### src/rtl/fv_fifo_pkg.sv
// fv_fifo_pkg: shared defaults and width helpers for the multi-channel FV FIFO.
package fv_fifo_pkg;
  localparam int DEF_NUM_CH    = 4;
  localparam int DEF_WIDTH     = 32;
  localparam int DEF_DEPTH     = 8;
  localparam int DEF_AF_THRESH = 6;
  localparam int DEF_AE_THRESH = 1;
  function automatic int addr_w(input int depth);
    return $clog2(depth);
  endfunction
  // one extra pointer bit tells full from empty when the address bits match
  function automatic int ptr_w(input int depth);
    return $clog2(depth) + 1;
  endfunction
  function automatic bit params_ok(input int num_ch, input int depth, input int af, input int ae);
    return num_ch >= 1 && depth >= 2 && (depth & (depth - 1)) == 0 &&
           af >= 1 && af <= depth && ae >= 0 && ae < depth;
  endfunction
endpackage

### src/rtl/fv_fifo_channel.sv
// fv_fifo_channel: one FIFO lane with pointers, flags, sticky errors and register-array storage.
module fv_fifo_channel
  import fv_fifo_pkg::*;
#(
  parameter int WIDTH     = DEF_WIDTH,
  parameter int DEPTH     = DEF_DEPTH,
  parameter int AF_THRESH = DEF_AF_THRESH,
  parameter int AE_THRESH = DEF_AE_THRESH,
  localparam int AW       = addr_w(DEPTH)
) (
  input  logic             clk,
  input  logic             rst,
  input  logic             winc,
  input  logic [WIDTH-1:0] wdata,
  input  logic             rinc,
  input  logic             flush,
  output logic [WIDTH-1:0] rdata,
  output logic             rvalid,
  output logic             wfull,
  output logic             rempty,
  output logic             almost_full,
  output logic             almost_empty,
  output logic [AW:0]      count,
  output logic             overflow,
  output logic             underflow
);
  localparam logic [AW:0] AF_C = (AW+1)'(AF_THRESH);
  localparam logic [AW:0] AE_C = (AW+1)'(AE_THRESH);
  logic [AW:0]      wr_ptr_q, wr_ptr_d, rd_ptr_q, rd_ptr_d;
  logic [WIDTH-1:0] mem_q [DEPTH];
  logic [WIDTH-1:0] rdata_q, rdata_d;
  logic             rvalid_q, rvalid_d, ovf_q, ovf_d, unf_q, unf_d;
  logic             wr_en, rd_en;
  assign count        = wr_ptr_q - rd_ptr_q;
  assign rempty       = wr_ptr_q == rd_ptr_q;
  assign wfull        = (wr_ptr_q[AW] != rd_ptr_q[AW]) && (wr_ptr_q[AW-1:0] == rd_ptr_q[AW-1:0]);
  assign almost_full  = count >= AF_C;
  assign almost_empty = count <= AE_C;
  // flags are from start-of-cycle state, so a read never frees a slot for a same-cycle write
  assign wr_en = winc && !wfull && !flush;
  assign rd_en = rinc && !rempty && !flush;
  always_comb begin
    wr_ptr_d = flush ? '0 : wr_ptr_q + {{AW{1'b0}}, wr_en};
    rd_ptr_d = flush ? '0 : rd_ptr_q + {{AW{1'b0}}, rd_en};
    rdata_d  = rd_en ? mem_q[rd_ptr_q[AW-1:0]] : '0;
    rvalid_d = rd_en;
    ovf_d    = !flush && (ovf_q || (winc && wfull));
    unf_d    = !flush && (unf_q || (rinc && rempty));
  end
  always_ff @(posedge clk) begin
    if (!rst) begin
      wr_ptr_q <= '0;
      rd_ptr_q <= '0;
      rdata_q  <= '0;
      rvalid_q <= 1'b0;
      ovf_q    <= 1'b0;
      unf_q    <= 1'b0;
    end else begin
      wr_ptr_q <= wr_ptr_d;
      rd_ptr_q <= rd_ptr_d;
      rdata_q  <= rdata_d;
      rvalid_q <= rvalid_d;
      ovf_q    <= ovf_d;
      unf_q    <= unf_d;
    end
  end
  always_ff @(posedge clk) begin
    if (rst && wr_en) mem_q[wr_ptr_q[AW-1:0]] <= wdata;
  end
  assign rdata     = rdata_q;
  assign rvalid    = rvalid_q;
  assign overflow  = ovf_q;
  assign underflow = unf_q;
endmodule

### src/rtl/fv_multi_sync_fifo.sv
// fv_multi_sync_fifo: bank of NUM_CH independent synchronous FIFOs on one clock,
// with flattened per-channel ports.
module fv_multi_sync_fifo
  import fv_fifo_pkg::*;
#(
  parameter int NUM_CH    = DEF_NUM_CH,
  parameter int WIDTH     = DEF_WIDTH,
  parameter int DEPTH     = DEF_DEPTH,
  parameter int AF_THRESH = DEF_AF_THRESH,
  parameter int AE_THRESH = DEF_AE_THRESH,
  localparam int CW       = ptr_w(DEPTH)
) (
  input  logic                    clk,
  input  logic                    rst,
  input  logic [NUM_CH-1:0]       winc,
  input  logic [NUM_CH*WIDTH-1:0] wdata,
  input  logic [NUM_CH-1:0]       rinc,
  input  logic [NUM_CH-1:0]       flush,
  output logic [NUM_CH*WIDTH-1:0] rdata,
  output logic [NUM_CH-1:0]       rvalid,
  output logic [NUM_CH-1:0]       wfull,
  output logic [NUM_CH-1:0]       rempty,
  output logic [NUM_CH-1:0]       almost_full,
  output logic [NUM_CH-1:0]       almost_empty,
  output logic [NUM_CH*CW-1:0]    count,
  output logic [NUM_CH-1:0]       overflow,
  output logic [NUM_CH-1:0]       underflow
);
  if (!params_ok(NUM_CH, DEPTH, AF_THRESH, AE_THRESH)) begin : g_bad_params
    $error("fv_multi_sync_fifo: illegal NUM_CH/DEPTH/AF_THRESH/AE_THRESH");
  end
  for (genvar c = 0; c < NUM_CH; c++) begin : g_ch
    fv_fifo_channel #(
      .WIDTH(WIDTH), .DEPTH(DEPTH), .AF_THRESH(AF_THRESH), .AE_THRESH(AE_THRESH)
    ) u_ch (
      .clk         (clk),
      .rst         (rst),
      .winc        (winc[c]),
      .wdata       (wdata[c*WIDTH +: WIDTH]),
      .rinc        (rinc[c]),
      .flush       (flush[c]),
      .rdata       (rdata[c*WIDTH +: WIDTH]),
      .rvalid      (rvalid[c]),
      .wfull       (wfull[c]),
      .rempty      (rempty[c]),
      .almost_full (almost_full[c]),
      .almost_empty(almost_empty[c]),
      .count       (count[c*CW +: CW]),
      .overflow    (overflow[c]),
      .underflow   (underflow[c])
    );
  end
endmodule
### config.mk
export PLATFORM = sky130hd
export DESIGN_NAME = fv_multi_sync_fifo
export DESIGN_NICKNAME = d
export VERILOG_FILES = /design/src/rtl/fv_fifo_pkg.sv /design/src/rtl/fv_fifo_channel.sv /design/src/rtl/fv_multi_sync_fifo.sv
export SDC_FILE = /design/constraint.sdc
export NUM_CORES = 1
export LEC_CHECK = 0
export ABC_AREA = 0
export CELL_PAD_IN_SITES_DETAIL_PLACEMENT = 1
export CELL_PAD_IN_SITES_GLOBAL_PLACEMENT = 1
export CORE_ASPECT_RATIO = 0.9
export CORE_MARGIN = 8
export CORE_UTILIZATION = 28
export CTS_BUF_LIST = sky130_fd_sc_hd__clkbuf_8
export CTS_CLUSTER_SIZE = 28
export DETAILED_ROUTE_END_ITERATION = 16
export HOLD_SLACK_MARGIN = 0.02
export PLACE_DENSITY_LB_ADDON = 0.1
export SLEW_MARGIN = 20
export SYNTH_ARGS = -nofsm -noshare
export SYNTH_HDL_FRONTEND = slang
export SYNTH_SLANG_ARGS = --single-unit
### constraint.sdc
create_clock -name clk -period 5.8 [get_ports clk]
set_input_delay 0.58 -clock clk [delete_from_list [all_inputs] [get_ports clk]]
set_output_delay 0.58 -clock clk [all_outputs]
set_load 0.01 [all_outputs]
==> run metrics <==
H-tree Lvls 4; setup violators final 0; Top Family by Delay on Critical Path flip-flops; iteration count of the initial detailed-routing pass 4; first-pass GRT wire length 178000 um; PortBufs 313; cts repair resizes 0; Avg Inst Size Synth 17.8 sq um; sequential power share 0.547; setup tns final 0 ns; setup bufs post-CTS 0; number of vias in the routed layout 23.8k; insertion delay to the later sink of the worst-skew pair 0.90 ns; slew margin rel. 0.259; CTS tree done; slowest stage cell, crit path dfxtp_4; Clock Power Share 0.431; final instance area 0.0549 sq mm; drc violations 0; Tmin final 4.10 ns; crit path launch type flop; layout cell share with drive strength beyond 1 0.292; fin nets 3132; Slew Limit Fails 0; final hold vios 0; Mapped Cells 2538; Sw Ratio 0.219; Final Wtd Congestion 0.713; CP Capture Type output pin; Clock Path Buffers 3; post-synthesis sequential area ratio 0.758; Post-Syn Nets 2712; Buf/Inv on CP 1; pin count of the biggest net entering global routing 77; commonest non-fill, non-tap cell in the layout edfxtp_1; Reg clk slew, reported paths 0.06 ns; Yosys reg bits 1196; Post-synth EDFFs 1024; most frequent cells in the layout 1024 x edfxtp_1, 506 x mux2_2, 313 x clkdlybuf4s50_1, 253 x o22ai_1, 240 x clkbuf_8; clock tree sinks 1196; CTS Buf Count 205; delay of the slowest critical-path stage 0.82 ns; Final period util 0.707; grt ovf 0; GR Util met2 0.241; Area after DPL 0.0507 sq mm; Max Cap Viol 0; DP HPWL 71100 um; worst clock skew 0.0343 ns; initial core utilization 0.282; die height 397 um; peak supply drop 193 uV; Int Power 13.4 mW; synthesis-to-layout area growth 21.5%; RSZ-0062 raised after global routing no; initial antenna violation count 15; layer with the highest usage met2; Synth Warn # 0; critical path, cell by cell ha_1 -> nand3_1 -> nor2_1 -> clkdlybuf4s50_1; root buf cell clkbuf_8; Worst Tran Pin Value 1.10 ns; routed wire length 121000 um; Detail Route Antenna Nets 0; status finished, final reports clean; worst slack at placement 1.82 ns; Crit Path Category reg2out; Total Routing Usage GR 0.136; Worst Path Arrival 3.52 ns; WL/cell 23.0 um; vias in the first global route 26.8k; M3 GR Usage 0.0309; DR iter-0 viols 1037; Ports 314; PnR worst setup slack 1.70 ns; Pwr Density 313 mW/mm^2; asr flop ratio synth 0; Vias/cell 4.52; class of the worst hold path in2reg; Total Power 17.2 mW; Synth cell types 42; # rows 139; Mapped Area 0.0451 sq mm; Comb power frac 0.022; Pleak 17.7 nW; die area 0.174 sq mm; die width 439 um; number of hold buffers added after cts 0; met1 usage 0.163; Max Clk Rate 0.244 GHz; sw power 3.75 mW; worst-path fanout max 55; core area 0.160 sq mm; most common flop cell mapped by yosys edfxtp_1; Req. time, crit path 5.22 ns
[sequential cells by signal, summed over array words and instances, names as in the netlist]
| signal | cells |
|---|---|
| g_ch.u_ch.overflow | 4 |
| g_ch.u_ch.rdata | 128 |
| g_ch.u_ch.rd_ptr_q | 16 |
| g_ch.u_ch.underflow | 4 |
| g_ch.u_ch.rvalid | 4 |
| g_ch.u_ch.wr_ptr_q | 16 |
| g_ch.u_ch.mem_q | 1024 |
[logic make-up (layout without fill, tap and decap cells)]
group,Yosys count,count (layout),share of synthesized area
multiplexers,509,509,0.127
adder cells (fa/ha/maj),32,32,0.00954
AO/OA/AOI/OAI,290,290,0.0421
buffers and inverters,186,784,0.0218
XOR/XNOR,28,28,0.00610
AND/OR/NAND/NOR,297,297,0.0360
other,0,11,0
flip-flops,1196,1196,0.758
[area by class of cell]
class / instances / area, sq um
inverter: 29 / 109
multi-input combinational: 1156 / 10200
timing repair buffer: 370 / 3640
antenna: 11 / 27.5
clock buffer: 240 / 3300
sequential: 1196 / 34200
clock inverter: 145 / 741
fill: 16100 / 105000
tap: 2115 / 2650
[worst reg2reg max path, stage by stage (launching register included)]
cell and delay [ns]:
dfxtp_1 0.66, inv_1 0.10, ha_1 0.34, nand3_1 0.23
o21ai_0 0.35, nor4_2 0.89, buf_4 0.58
[routing by layer]
layer  part of all wire  vias up
met5            0.00022        -
met4              0.027        4
met3              0.039      237
met2               0.51      426
met1               0.42    12300
li1                   -    10900
[synth_stat cells (all sizes together), types with 17 or more instances]
library cell,instances,share of area
mux2,506,0.13
and2,20,0.0028
o22ai,253,0.035
edfxtp,1024,0.68
ha,28,0.0078
inv,29,0.0024
clkbuf,44,0.0037
nor3,136,0.017
nor2,49,0.0041
buf,113,0.016
nand2b,17,0.0024
dfxtp,172,0.076
[metrics by stage]
step	cells	hold WS (ns)	utilization
5_1_grt	5258	0.302	0.343
4_1_cts	5247	0.242	0.342
3_3_place_gp	4862	0.469	0.317
6_report	5262	0.404	0.343
2_1_floorplan	2538	0.438	-
3_5_place_dp	4862	0.470	0.317
[power groups by stage]
| stage | Combinational, mW | Sequential [mW] | Clock [mW] |
|---|---|---|---|
| 2_1_floorplan | 0.120 | 9.56 | 0 |
| 3_3_place_gp | 0.373 | 9.56 | 0 |
| 3_5_place_dp | 0.387 | 9.57 | 0 |
| 4_1_cts | 0.389 | 9.38 | 7.74 |
| 5_1_grt | 0.411 | 9.38 | 8.09 |
| 6_report | 0.377 | 9.38 | 7.39 |
[path summary, 6_finish.rpt]
path              depth (start not counted)                             endpoint                                start  slack [ns]
setup / recovery                          4                             wfull[0]  g_ch[0].u_ch.rd_ptr_q[0]$_SDFF_PP0_        1.70
hold / removal                            3     g_ch[2].u_ch.overflow$_SDFF_PN0_                              winc[2]        0.40
setup reg to reg                          6  g_ch[2].u_ch.mem_q[1][10]$_DFFE_PP_  g_ch[2].u_ch.rd_ptr_q[1]$_SDFF_PP0_        2.25
hold reg to reg                           2    g_ch[3].u_ch.underflow$_SDFF_PN0_    g_ch[3].u_ch.underflow$_SDFF_PN0_        0.48
(Power assumes the default switching activity.)
==> RTL change: new RTL, config.mk and constraints unchanged <==
The package constant `DEF_NUM_CH` goes from 4 to 2.
--- a/src/rtl/fv_fifo_pkg.sv
+++ b/src/rtl/fv_fifo_pkg.sv
@@ -1,6 +1,6 @@
 // fv_fifo_pkg: shared defaults and width helpers for the multi-channel FV FIFO.
 package fv_fifo_pkg;
-  localparam int DEF_NUM_CH    = 4;
+  localparam int DEF_NUM_CH    = 2;
   localparam int DEF_WIDTH     = 32;
   localparam int DEF_DEPTH     = 8;
   localparam int DEF_AF_THRESH = 6;
Interface: changed (13 resized); port bits go from 314 to 158. No check against the original RTL was run, so the function may have changed too.
==> RTL change against the original RTL <==
- setup slack improved by 320 ps
- critical path type unchanged
- via count is 50% lower
- synthesized area is 49% lower
- clock skew increased by 32 ps
- maximum frequency rose by 8.4%
- utilization decreased by 0.14 points
- routed wire length shrank 52%
- synthesized cell count decreased by 50%
- worst hold slack better by 74 ps
- critical endpoint is now almost_full[1]
- die area shrank 48%
- register-to-register slack better by 350 ps
- sequential cell count down 598
- cell area decreased by 50%
- total power decreased by 50%
==> RTL change: results <==
group,metric,value,unit
run_status,status,"completed",
grt,grt_start_max_net_pins,69,
logic_synthesis,ys_seq_elements,598,
finish,instances_no_fill,2642,
clock_tree,clkLatencyLatePin,720,ps
finish,nets,1573,
sta,maxSlewHeadroom,32.9,%
worst_setup_path,reg2reg_slack,2600,ps
grt,grt_pass1_vias,13400,
logic_synthesis,postSynthAreaPerCell,18.0,um2
worst_setup_path,reg2reg_depth,5,
worst_setup_path,worstReg2RegEnd,"g_ch[1].u_ch.mem_q[5][8]",
finish,largest_reg_flops,512,
finish,clk_share,7.35,%
worst_setup_path,cp_max_fo,63,
logic_synthesis,synthTopCellsByCount,"512 x edfxtp_1, 254 x mux2_2, 127 x o22ai_1",
finish,sh_seq_area,61.9,%
logic_synthesis,ys_top_cells_by_area,"edfxtp_1 67%, mux2_2 13%, dfxtp_1 7.5%",
sta,fin_hold_ws,477,ps
pwr,leakagePower,8.87,nW
finish,num-multi-input-gates,577,
logic_synthesis,ys_seq_area_share,75.0,%
placement,dpl_cell_area,25600,um2
finish,inv_count,14,
clock_tree,cts_buffers,106,
finish,multi_input_area,5320,um2
[RTL change: changes by cell type after synthesis, sizes merged, moves of 9 or more]
| cell | before | now |
|---|---|---|
| ha | 28 | 14 |
| and2 | 20 | 9 |
| o22ai | 253 | 127 |
| nand2 | 15 | 6 |
| buf | 113 | 53 |
| nor3 | 136 | 67 |
| mux2 | 506 | 254 |
| dfxtp | 172 | 86 |
| inv | 29 | 14 |
| clkbuf | 44 | 26 |
| nor2 | 49 | 28 |
| nand2b | 17 | 8 |
| edfxtp | 1024 | 512 |
[RTL change: kinds of logic after synthesis]
kind of cell / count (synthesis) / synth area share (%)
DFF: 598 / 75.0
muxes: 255 / 12.6
AOI/OAI and AO/OA: 146 / 4.19
and+or+nand+nor: 146 / 4.55
buffers and inverters: 93 / 2.18
adders and majority gates: 16 / 0.944
xor gates and xnor gates: 14 / 0.603
[RTL change: per-layer routing]
layer / global-route usage (%) / vias to the layer above / wire length [um]
met1: 17.0 / 6183 / 27300
met5: 0 / - / 23
met3: 3.34 / 112 / 2780
li1: - / 5424 / -
met4: 3.60 / 4 / 1260
met2: 19.6 / 207 / 26200
[RTL change: power breakdown]
group / internal [mW] / switching, mW / total, mW
clock: 1.91 / 1.78 / 3.69
combinational: 0.0834 / 0.107 / 0.190
sequential: 4.69 / 0.00744 / 4.69
total: 6.68 / 1.90 / 8.57
[RTL change: worst max-delay path, cell delays in order, from the launching register on]
cell and delay, ps:
dfxtp_4 920, ha_1 320, fa_1 420, inv_1 110
nand2_1 50, o21ai_0 90, clkdlybuf4s50_1 570
